### config.mk
export PLATFORM = sky130hd
export DESIGN_NAME = uart_frame_ctrl_flat
export DESIGN_NICKNAME = d
export VERILOG_FILES = /design/src/rtl/uart_frame_if.sv /design/src/rtl/uart_frame_ctrl.sv /design/src/flat_wrapper.sv
export SDC_FILE = /design/constraint.sdc
export NUM_CORES = 1
export LEC_CHECK = 0
export CAP_MARGIN = 20
export CORE_ASPECT_RATIO = 1.1
export CORE_UTILIZATION = 40
export DETAILED_ROUTE_END_ITERATION = 16
export HOLD_SLACK_MARGIN = 0.1
export PLACE_DENSITY = 0.66
export SLEW_MARGIN = 10
export SYNTH_ARGS = -nofsm -noshare
export SYNTH_HDL_FRONTEND = slang
export SYNTH_SLANG_ARGS = --single-unit
### constraint.sdc
create_clock -name clk -period 3.6 [get_ports clk]
set_input_delay 0.54 -clock clk [delete_from_list [all_inputs] [get_ports clk]]
set_output_delay 0.54 -clock clk [all_outputs]
set_load 0.005 [all_outputs]
### src/rtl/uart_frame_if.sv
// uart_frame_if: rx byte strobe in, register-bank write port and status out.
// Ports: rx_valid/rx_data/rx_err to ctrl; wr_en/wr_addr/wr_data, busy, frame_ok/err, err_code, overrun from ctrl.
interface uart_frame_if #(
  parameter int ADDR_W = 2
);
  logic              rx_valid;
  logic [7:0]        rx_data;
  logic              rx_err;
  logic              wr_en;
  logic [ADDR_W-1:0] wr_addr;
  logic [7:0]        wr_data;
  logic              busy;
  logic              frame_ok;
  logic              frame_err;
  logic [1:0]        err_code;
  logic              overrun;

  modport master (
    output rx_valid, rx_data, rx_err,
    input  wr_en, wr_addr, wr_data,
    input  busy, frame_ok, frame_err,
    input  err_code, overrun
  );

  modport slave (
    input  rx_valid, rx_data, rx_err,
    output wr_en, wr_addr, wr_data,
    output busy, frame_ok, frame_err,
    output err_code, overrun
  );
endinterface

### src/rtl/uart_frame_ctrl.sv
// uart_frame_ctrl: frames rx bytes (SOF ADDR LEN DATA.. CSUM), commits on good xor csum.
// Ports: clk, rst (async high), bus (uart_frame_if.slave: rx strobe in, reg writes/status out).
module uart_frame_ctrl #(
  parameter logic [7:0] SOF         = 8'hA5,
  parameter int         MAX_LEN     = 4,
  parameter int         ADDR_W      = 2,
  parameter int         TIMEOUT_CYC = 3000
) (
  input logic          clk,
  input logic          rst,
  uart_frame_if.slave  bus
);

  localparam int LW = $clog2(MAX_LEN + 1);
  localparam int IW = (MAX_LEN > 1) ? $clog2(MAX_LEN) : 1;
  localparam int TW = $clog2(TIMEOUT_CYC + 1);
  localparam logic [7:0] MAXB = 8'(MAX_LEN);
  localparam logic [TW-1:0] TLAST = TW'(TIMEOUT_CYC - 1);

  typedef enum logic [2:0] {
    S_IDLE, S_ADDR, S_LEN, S_DATA, S_CSUM, S_COMMIT
  } state_t;

  state_t            state_q;
  logic [ADDR_W-1:0] base_q;
  logic [LW-1:0]     len_q;
  logic [LW-1:0]     idx_q;
  logic [7:0]        csum_q;
  logic [TW-1:0]     tmo_q;
  logic [7:0]        buf_q [2**IW];

  logic              wr_en_q;
  logic [ADDR_W-1:0] wr_addr_q;
  logic [7:0]        wr_data_q;
  logic              busy_q;
  logic              frame_ok_q;
  logic              frame_err_q;
  logic [1:0]        err_q;
  logic              overrun_q;

  logic [7:0]        csum_d;
  logic [LW-1:0]     idx_d;
  logic              tmo_hit_d;

  assign csum_d    = csum_q ^ bus.rx_data;
  assign idx_d     = idx_q + LW'(1);
  assign tmo_hit_d = (tmo_q == TLAST);

  // Payload store; contents are don't-care until written in DATA.
  always_ff @(posedge clk) begin
    if (state_q == S_DATA && bus.rx_valid && !bus.rx_err)
      buf_q[idx_q[IW-1:0]] <= bus.rx_data;
  end

  always_ff @(posedge clk or posedge rst) begin
    if (rst) begin
      state_q     <= S_IDLE;
      base_q      <= '0;
      len_q       <= '0;
      idx_q       <= '0;
      csum_q      <= '0;
      tmo_q       <= '0;
      wr_en_q     <= 1'b0;
      wr_addr_q   <= '0;
      wr_data_q   <= '0;
      busy_q      <= 1'b0;
      frame_ok_q  <= 1'b0;
      frame_err_q <= 1'b0;
      err_q       <= 2'd0;
      overrun_q   <= 1'b0;
    end else begin
      frame_ok_q  <= 1'b0;
      frame_err_q <= 1'b0;
      overrun_q   <= 1'b0;
      unique case (state_q)
        S_IDLE: begin
          if (bus.rx_valid && bus.rx_data == SOF) begin
            state_q <= S_ADDR;
            busy_q  <= 1'b1;
            tmo_q   <= '0;
          end
        end
        S_ADDR, S_LEN, S_DATA, S_CSUM: begin
          tmo_q <= bus.rx_valid ? '0 : tmo_q + TW'(1);
          // rx_err beats a same-cycle byte; a byte beats timeout.
          if (bus.rx_err || (!bus.rx_valid && tmo_hit_d)) begin
            state_q     <= S_IDLE;
            busy_q      <= 1'b0;
            frame_err_q <= 1'b1;
            err_q       <= 2'd3;
          end else if (bus.rx_valid) begin
            unique case (state_q)
              S_ADDR: begin
                base_q  <= bus.rx_data[ADDR_W-1:0];
                csum_q  <= bus.rx_data;
                state_q <= S_LEN;
              end
              S_LEN: begin
                csum_q <= csum_d;
                if (bus.rx_data != 8'd0 && bus.rx_data <= MAXB) begin
                  len_q   <= bus.rx_data[LW-1:0];
                  idx_q   <= '0;
                  state_q <= S_DATA;
                end else begin
                  state_q     <= S_IDLE;
                  busy_q      <= 1'b0;
                  frame_err_q <= 1'b1;
                  err_q       <= 2'd2;
                end
              end
              S_DATA: begin
                csum_q <= csum_d;
                idx_q  <= idx_d;
                if (idx_d == len_q)
                  state_q <= S_CSUM;
              end
              S_CSUM: begin
                if (bus.rx_data == csum_q) begin
                  // First write issues straight away; idx tracks the next one.
                  state_q   <= S_COMMIT;
                  wr_en_q   <= 1'b1;
                  wr_addr_q <= base_q;
                  wr_data_q <= buf_q[0];
                  idx_q     <= LW'(1);
                end else begin
                  state_q     <= S_IDLE;
                  busy_q      <= 1'b0;
                  frame_err_q <= 1'b1;
                  err_q       <= 2'd1;
                end
              end
              default: ;
            endcase
          end
        end
        S_COMMIT: begin
          overrun_q <= bus.rx_valid;
          if (idx_q == len_q) begin
            wr_en_q    <= 1'b0;
            frame_ok_q <= 1'b1;
            err_q      <= 2'd0;
            busy_q     <= 1'b0;
            state_q    <= S_IDLE;
          end else begin
            wr_addr_q <= base_q + ADDR_W'(idx_q);
            wr_data_q <= buf_q[idx_q[IW-1:0]];
            idx_q     <= idx_d;
          end
        end
        default: state_q <= S_IDLE;
      endcase
    end
  end

  assign bus.wr_en     = wr_en_q;
  assign bus.wr_addr   = wr_addr_q;
  assign bus.wr_data   = wr_data_q;
  assign bus.busy      = busy_q;
  assign bus.frame_ok  = frame_ok_q;
  assign bus.frame_err = frame_err_q;
  assign bus.err_code  = err_q;
  assign bus.overrun   = overrun_q;

endmodule

### src/flat_wrapper.sv
// flat-port wrapper written by rule: the top's interface ports become plain ports
module uart_frame_ctrl_flat 
#(
  parameter logic [7:0] SOF         = 8'hA5,
  parameter int         MAX_LEN     = 4,
  parameter int         ADDR_W      = 2,
  parameter int         TIMEOUT_CYC = 3000
)
  (clk, rst, bus_rx_valid, bus_rx_data, bus_rx_err, bus_wr_en, bus_wr_addr, bus_wr_data, bus_busy, bus_frame_ok, bus_frame_err, bus_err_code, bus_overrun);
  uart_frame_if #(.ADDR_W(ADDR_W)) bus_i ();
  input logic clk;
  input logic rst;
  input wire logic [$bits(bus_i.rx_valid)-1:0] bus_rx_valid;
  input wire logic [$bits(bus_i.rx_data)-1:0] bus_rx_data;
  input wire logic [$bits(bus_i.rx_err)-1:0] bus_rx_err;
  output wire logic [$bits(bus_i.wr_en)-1:0] bus_wr_en;
  output wire logic [$bits(bus_i.wr_addr)-1:0] bus_wr_addr;
  output wire logic [$bits(bus_i.wr_data)-1:0] bus_wr_data;
  output wire logic [$bits(bus_i.busy)-1:0] bus_busy;
  output wire logic [$bits(bus_i.frame_ok)-1:0] bus_frame_ok;
  output wire logic [$bits(bus_i.frame_err)-1:0] bus_frame_err;
  output wire logic [$bits(bus_i.err_code)-1:0] bus_err_code;
  output wire logic [$bits(bus_i.overrun)-1:0] bus_overrun;
  assign bus_i.rx_valid = bus_rx_valid;
  assign bus_i.rx_data = bus_rx_data;
  assign bus_i.rx_err = bus_rx_err;
  assign bus_wr_en = bus_i.wr_en;
  assign bus_wr_addr = bus_i.wr_addr;
  assign bus_wr_data = bus_i.wr_data;
  assign bus_busy = bus_i.busy;
  assign bus_frame_ok = bus_i.frame_ok;
  assign bus_frame_err = bus_i.frame_err;
  assign bus_err_code = bus_i.err_code;
  assign bus_overrun = bus_i.overrun;
  uart_frame_ctrl #(.SOF(SOF), .MAX_LEN(MAX_LEN), .ADDR_W(ADDR_W), .TIMEOUT_CYC(TIMEOUT_CYC)) u_core (.clk(clk), .rst(rst), .bus(bus_i));
endmodule
# [Word-level counts from Yosys, hierarchy flattened]
# Memory sizes are Yosys's and may differ from the RTL's.
# Index checks and enable logic that the tools add are counted.
[classes] order_cmp=1 mux=63 add_sub_neg=3 n_reduce_logical=26 bitwise=2 eq_ne=26
[ops] cell="2-to-1 mux 8 bit" n=5
[ops] cell="2-to-1 mux 3 bit" n=11
[ops] cell="case mux 8 bit (2 select lines)" n=2
[ops] cell="2-to-1 mux 12 bit" n=2
[ops] cell="case mux 12 bit (2 select lines)" n=1
[ops] cell="2-to-1 mux 2 bit" n=11
[ops] cell="2-to-1 mux 1 bit" n=20
[ops] cell="case mux 3 bit (3 select lines)" n=2
[ops] cell="AND reduction 6 bit" n=3
[ops] cell="AND reduction 7 bit" n=2
[ops] cell="adder 12 x 1 -> 12 bit (second input constant)" n=1
[ops] cell="equality test 12 bit (second input constant)" n=1
[ops] cell="case mux 2 bit (2 select lines)" n=3
[ops] cell="case mux 3 bit (4 select lines)" n=1
[ops] cell="AND reduction 5 bit" n=2
[ops] cell="inequality test 3 x 2 -> 1 bit (second input constant)" n=3
[ops] cell="equality test 8 bit" n=1
[ops] cell="equality test 8 bit (second input constant)" n=1
[ops] cell="less-or-equal comparator 8 x 3 -> 1 bit (second input constant)" n=1
[ops] cell="inequality test 2 x 1 -> 1 bit (second input constant)" n=4
[ops] cell="inequality test 4 x 1 -> 1 bit (second input constant)" n=2
[ops] cell="inequality test 4 x 3 -> 1 bit (second input constant)" n=2
[ops] cell="AND reduction 4 bit" n=2
[ops] cell="nonzero test 8 bit" n=1
[ops] cell="23 further kinds" n=37
[totals] register_bits=48 memories=1 output_inout_bits=17 input_bits=12 ram_bits=32
[mem_list] name="u_core.buf_q" depth=4 word_bits=8 read_ports=2 rd_ports_with_merged_regs=0 wr=1 line="uart_frame_ctrl.sv:30" source="logic [7:0] buf_q [2**IW];"

# [Longest topological paths before layout]
[logic_depth] word_depth=7 ltp_mapped=7 ltp_nobuf=7

# [Least setup slack after synthesis]
# No wires, ideal clock.
[synth_path] kind="in2reg" start="input port bus_rx_data[2]" end="register u_core.wr_addr_q[0] (netlist: u_core.bus.wr_addr[0])" path_stages=6 arrival_ns=1.918 path_slack_ns=1.558 required_ns=3.475 n_path_buf=1 setup_ns=0.125 path_cell_list="buf_2 xor2_1 nor4_2 a32oi_1 nor2_2 mux2_2"
[synth_via] elab_chain_cells=3
[synth_lines] item="start, declared" line="flat_wrapper.sv:14" source="input wire logic [$bits(bus_i.rx_data)-1:0] bus_rx_data;"
[synth_lines] item="equality test 8 bit" line="uart_frame_ctrl.sv:118" source="if (bus.rx_data == csum_q) begin"
[synth_lines] item="inequality test 2 x 1 -> 1 bit (no line)"
[synth_lines] item="AND reduction 6 bit (no line)"
[synth_lines] item="end signal, assigned" line="uart_frame_ctrl.sv:122" source="wr_addr_q <= base_q;"
[synth_lines] item="end signal, assigned" line="uart_frame_ctrl.sv:145" source="wr_addr_q <= base_q + ADDR_W'(idx_q);"
[synth_lines] item="end, declared" line="uart_frame_ctrl.sv:33" source="logic [ADDR_W-1:0] wr_addr_q;"
# Every way passes these cells.
# A chain may end at the register's enable or synchronous reset.

# [Worst setup path after layout]
[layout_path] start="register u_core.idx_q[1]" end="register u_core.state_q[0]"
[layout_via] elab_chain_cells=4 word_cells_on_any_way=6 cone_classes="1 x add/sub; 4 x eq/ne; 1 x reduce/logical"
[layout_lines] item="start, declared" line="uart_frame_ctrl.sv:27" source="logic [LW-1:0] idx_q;"
[layout_lines] item="start signal, assigned" line="uart_frame_ctrl.sv:113" source="idx_q <= idx_d;"
[layout_lines] item="start signal, assigned" line="uart_frame_ctrl.sv:147" source="idx_q <= idx_d;"
[layout_lines] item="adder 3 x 1 -> 3 bit" line="uart_frame_ctrl.sv:46" source="assign idx_d = idx_q + LW'(1);"
[layout_lines] item="equality test 3 bit" line="uart_frame_ctrl.sv:114" source="if (idx_d == len_q)"
[layout_lines] item="inequality test 4 bit (no line)"
[layout_lines] item="AND reduction 5 bit (no line) (*)"
[layout_lines] item="end signal, assigned" line="uart_frame_ctrl.sv:57" source="state_q <= S_IDLE;"
[layout_lines] item="end signal, assigned" line="uart_frame_ctrl.sv:115" source="state_q <= S_CSUM;"
[layout_lines] item="end signal, assigned" line="uart_frame_ctrl.sv:120" source="state_q <= S_COMMIT;"
[layout_lines] item="end, declared" line="uart_frame_ctrl.sv:24" source="state_t state_q;"
# Mark *: on every way between the ends. The rest lies on a longest branch, timed or not.

==> impl_metrics.yaml <==
clock_network:
  cts_tree: "yes"
  clk-insertion-delay-late_ns: 0.36
  clock-root-buffer: "clkbuf_8"
  cts.hold.buffers_added: 0
  clk_pin_slew_worst_paths_ns: 0.09
  cts-htree-levels: 3
  postCtsSetupBuffers: 0
  cts_sinks: 80
  post_cts_resized: 0
  cts_inserted_buffers: 9
  clockBufferDepth: 2
global_route:
  grt_use_total_pct: 18.4
  antenna_found_initial: 0
  grt_max_degree: 49
  grt_pass1_vias: 2891
  grt-ovfl-total: 0
  grt_pass1_wl_um: 14700
die:
  core-area_um2: 9840
  die_w_um: 97.7
  rows: 38
  dieArea_um2: 10500
  die_y_um: 107
  ios: 29
  start_util_pct: 40.9
pwr:
  internal_power_mw: 1.82
  comb_power_share_pct: 36.2
  p_per_area_nw_per_um2: 617
  switching_share_pct: 36.5
  p_leak_nw: 1.76
  clockPowerShare_pct: 20.2
  seqPwrFrac_pct: 43.6
  p_switching_mw: 1.05
  irDropWorstVdd_mv: 0.236
setup_path:
  end_kind: "flop"
  crit_required_ns: 3.85
  max_stage_delay_ns: 0.71
  critPathBufInv: 1
  cp_max_fo: 11
  r2r_start: "u_core.idx_q[1]"
  startpoint_type: "flop"
  arrival_ns: 2.79
  r2r-end: "u_core.state_q[0]"
  reg2reg_depth: 6
  rrSetupSlack_ns: 1.05
  worstPathCellList: "inv_1 -> ha_1 -> xor2_1 -> o311ai_0 -> a21oi_1 -> o31ai_1"
  cp_slowest_cell: "dfrtp_1"
  crit_family: "compound AO/OA/AOI/OAI gates"
  critical_path_class: "reg -> reg"
sta:
  setup_viol: 0
  period_share_pct: 70.7
  rsz0062_at_grt: "false"
  max_freq_mhz: 393
  maxSlewViolCount: 0
  skew_ns: 0.00965
  setup-tns-final_ns: 0
  final.min_clock_period_ns: 2.55
  slew_headroom_pct: 56.8
  hold_viol_final: 0
  tightest_slew_ns: 0.647
yosys:
  ys_types: 56
  synth_flop_cell: "dfrtp_1"
  yosysTopAreaCell: "dfrtp_1"
  syn_inst: 372
  syn_area_per_cell_um2: 10.8
  synth_edf_count: 32
  synth_area_um2: 4030
  synth_top_area_share_pct: 29.8
  ys_seq_area_share_pct: 53.7
  ys_seq_elements: 80
  syn_nets: 390
  synthTopCellsByArea: "dfrtp_1 (30%), edfxtp_1 (24%), mux2i_1 (4.2%)"
  async_flop_share_pct: 60.0
  yosys_warnings: 0
run_status:
  violations: "DRC"
  status: "finished, violations left"
routing:
  wirelength_um: 8980
  met1_length_um: 4090
  dr.pass1.iters: 11
  top_layer: "met4"
  drtAntennaViolNets: 0
  dr_wl_met3_um: 349
  wl_met2_um: 4380
  drt_iter0_drc: 173
  wl_per_cell_um: 16.9
  post-route-drc-count: 2
  vias: 2998
  vias_per_cell: 5.66
final_layout:
  antenna_cells: 0
  multi_input_area_um2: 1740
  stdcell_count: 530
  drive_gt1_share_pct: 10.0
  regArea_um2: 2160
  syn_to_final_growth_pct: 15.4
  fill_cells: 903
  final_net_count: 423
placed_design:
  dp_hpwl_um: 6190
  numPlacedInstances: 513
  numPortBuffers: 28
  finalWeightedCongestion: 0.809
run:
  drv_cap: 0
worst_hold_path:
  min_path_cells: 1
  holdPathEnd: "u_core.bus.wr_data[6]"
  hold_start: "u_core.bus.wr_data[6]"
  worstHoldPathType: "reg -> reg"
[flip-flops by register name, indices dropped and copies added (netlist names)]
name	cells
u_core.csum_q	8
u_core.state_q	3
u_core.len_q	3
u_core.buf_q	32
u_core.bus.wr_en	1
u_core.tmo_q	12
u_core.base_q	2
u_core.bus.frame_err	1
u_core.bus.err_code	2
u_core.bus.overrun	1
u_core.bus.wr_data	8
u_core.idx_q	3
u_core.bus.wr_addr	2
u_core.bus.busy	1
u_core.bus.frame_ok	1
[synth_stat cells (3+ instances only)]
| library cell | number |
|---|---|
| nor2b_1 | 3 |
| mux2_2 | 9 |
| o21ai_0 | 30 |
| xnor2_1 | 4 |
| clkbuf_1 | 8 |
| xor2_1 | 15 |
| and2_1 | 5 |
| or3_1 | 4 |
| and3_1 | 3 |
| nand2_1 | 27 |
| ha_1 | 6 |
| nand4_1 | 4 |
| o31ai_1 | 9 |
| a31oi_1 | 4 |
| inv_1 | 9 |
| mux2i_1 | 17 |
| a21oi_1 | 32 |
| buf_2 | 9 |
| nand2b_1 | 3 |
| nor2_1 | 27 |
| a32oi_1 | 3 |
| dfrtp_1 | 48 |
| o22ai_1 | 8 |
| nor3_1 | 6 |
| edfxtp_1 | 32 |
| nand3_1 | 9 |
[cell type report]
| type | instances | area share (%) |
|---|---|---|
| tap | 120 | 3.23 |
| clock buffer | 10 | 2.75 |
| clock inverter | 6 | 0.781 |
| sequential | 80 | 46.5 |
| timing repair buffer | 41 | 8.56 |
| multi-input combinational | 264 | 37.4 |
| inverter | 9 | 0.727 |
[cell families (layout without fill, tap and decap cells)]
family / Yosys count / after routing / synth area share (%)
flip-flops: 80 / 80 / 53.7
XOR/XNOR: 20 / 20 / 4.72
AND/OR/NAND/NOR: 102 / 102 / 12.9
multiplexers: 26 / 26 / 6.74
buffers and inverters: 28 / 66 / 3.08
AO/OA/AOI/OAI: 110 / 110 / 17.0
adder cells (fa/ha/maj): 6 / 6 / 1.86
[how the worst max path moves through the flow]
stage / startpoint / endpoint / slack, ns / cells past startpoint
floorplan: bus_rx_data[2] / u_core.bus.wr_addr[0] / 1.56 / 6
global placement: bus_rx_data[7] / u_core.bus.wr_addr[1] / 0.79 / 7
detailed placement: bus_rx_data[7] / u_core.bus.wr_addr[0] / 0.68 / 7
CTS: u_core.idx_q[1] / u_core.state_q[0] / 1.06 / 6
finish: u_core.idx_q[1] / u_core.state_q[0] / 1.05 / 6
global route: u_core.idx_q[1] / u_core.state_q[0] / 0.90 / 7
[cells in the final DEF (no fill, tap or decap), types with 4 or more instances in the layout]
cell	count
dfrtp_1	48
a21oi_1	32
edfxtp_1	32
o21ai_0	30
clkdlybuf4s50_1	28
nor2_1	27
nand2_1	27
mux2i_1	17
xor2_1	15
buf_4	12
mux2_2	9
nand3_1	9
o31ai_1	9
clkbuf_8	9
inv_1	8
o22ai_1	8
nor3_1	6
ha_1	6
and2_1	5
or3_1	4
nand4_1	4
xnor2_1	4
a31oi_1	4
[layer usage]
layer | GRT usage [%] | vias up
met4 | 8.01 | 0
met3 | 3.59 | 12
met5 | 0 | -
li1 | - | 1448
met1 | 23.8 | 1468
met2 | 30.1 | 70
[power by group through the flow]
stage,registers (mW),clock network [mW],logic [mW]
3_5_place_dp,1.27,0,1.03
6_report,1.25,0.581,1.04
5_1_grt,1.28,0.631,1.15
3_3_place_gp,1.26,0,1.01
4_1_cts,1.25,0.588,1.03
2_1_floorplan,1.24,0,0.698
[metrics by stage]
step	total power, mW	hold WS [ns]	instance area, µm²	setup slack, ns	utilization (%)
final	2.87	0.510	4650	1.05	47.2
after global routing	3.06	0.534	4650	0.904	47.2
after CTS	2.87	0.515	4620	1.06	46.9
after detailed placement	2.30	0.496	4460	0.682	45.3
after global placement	2.28	0.492	4460	0.794	45.3
after floorplan	1.93	0.465	4030	1.56	-
Power figures use the tool's default switching activity.
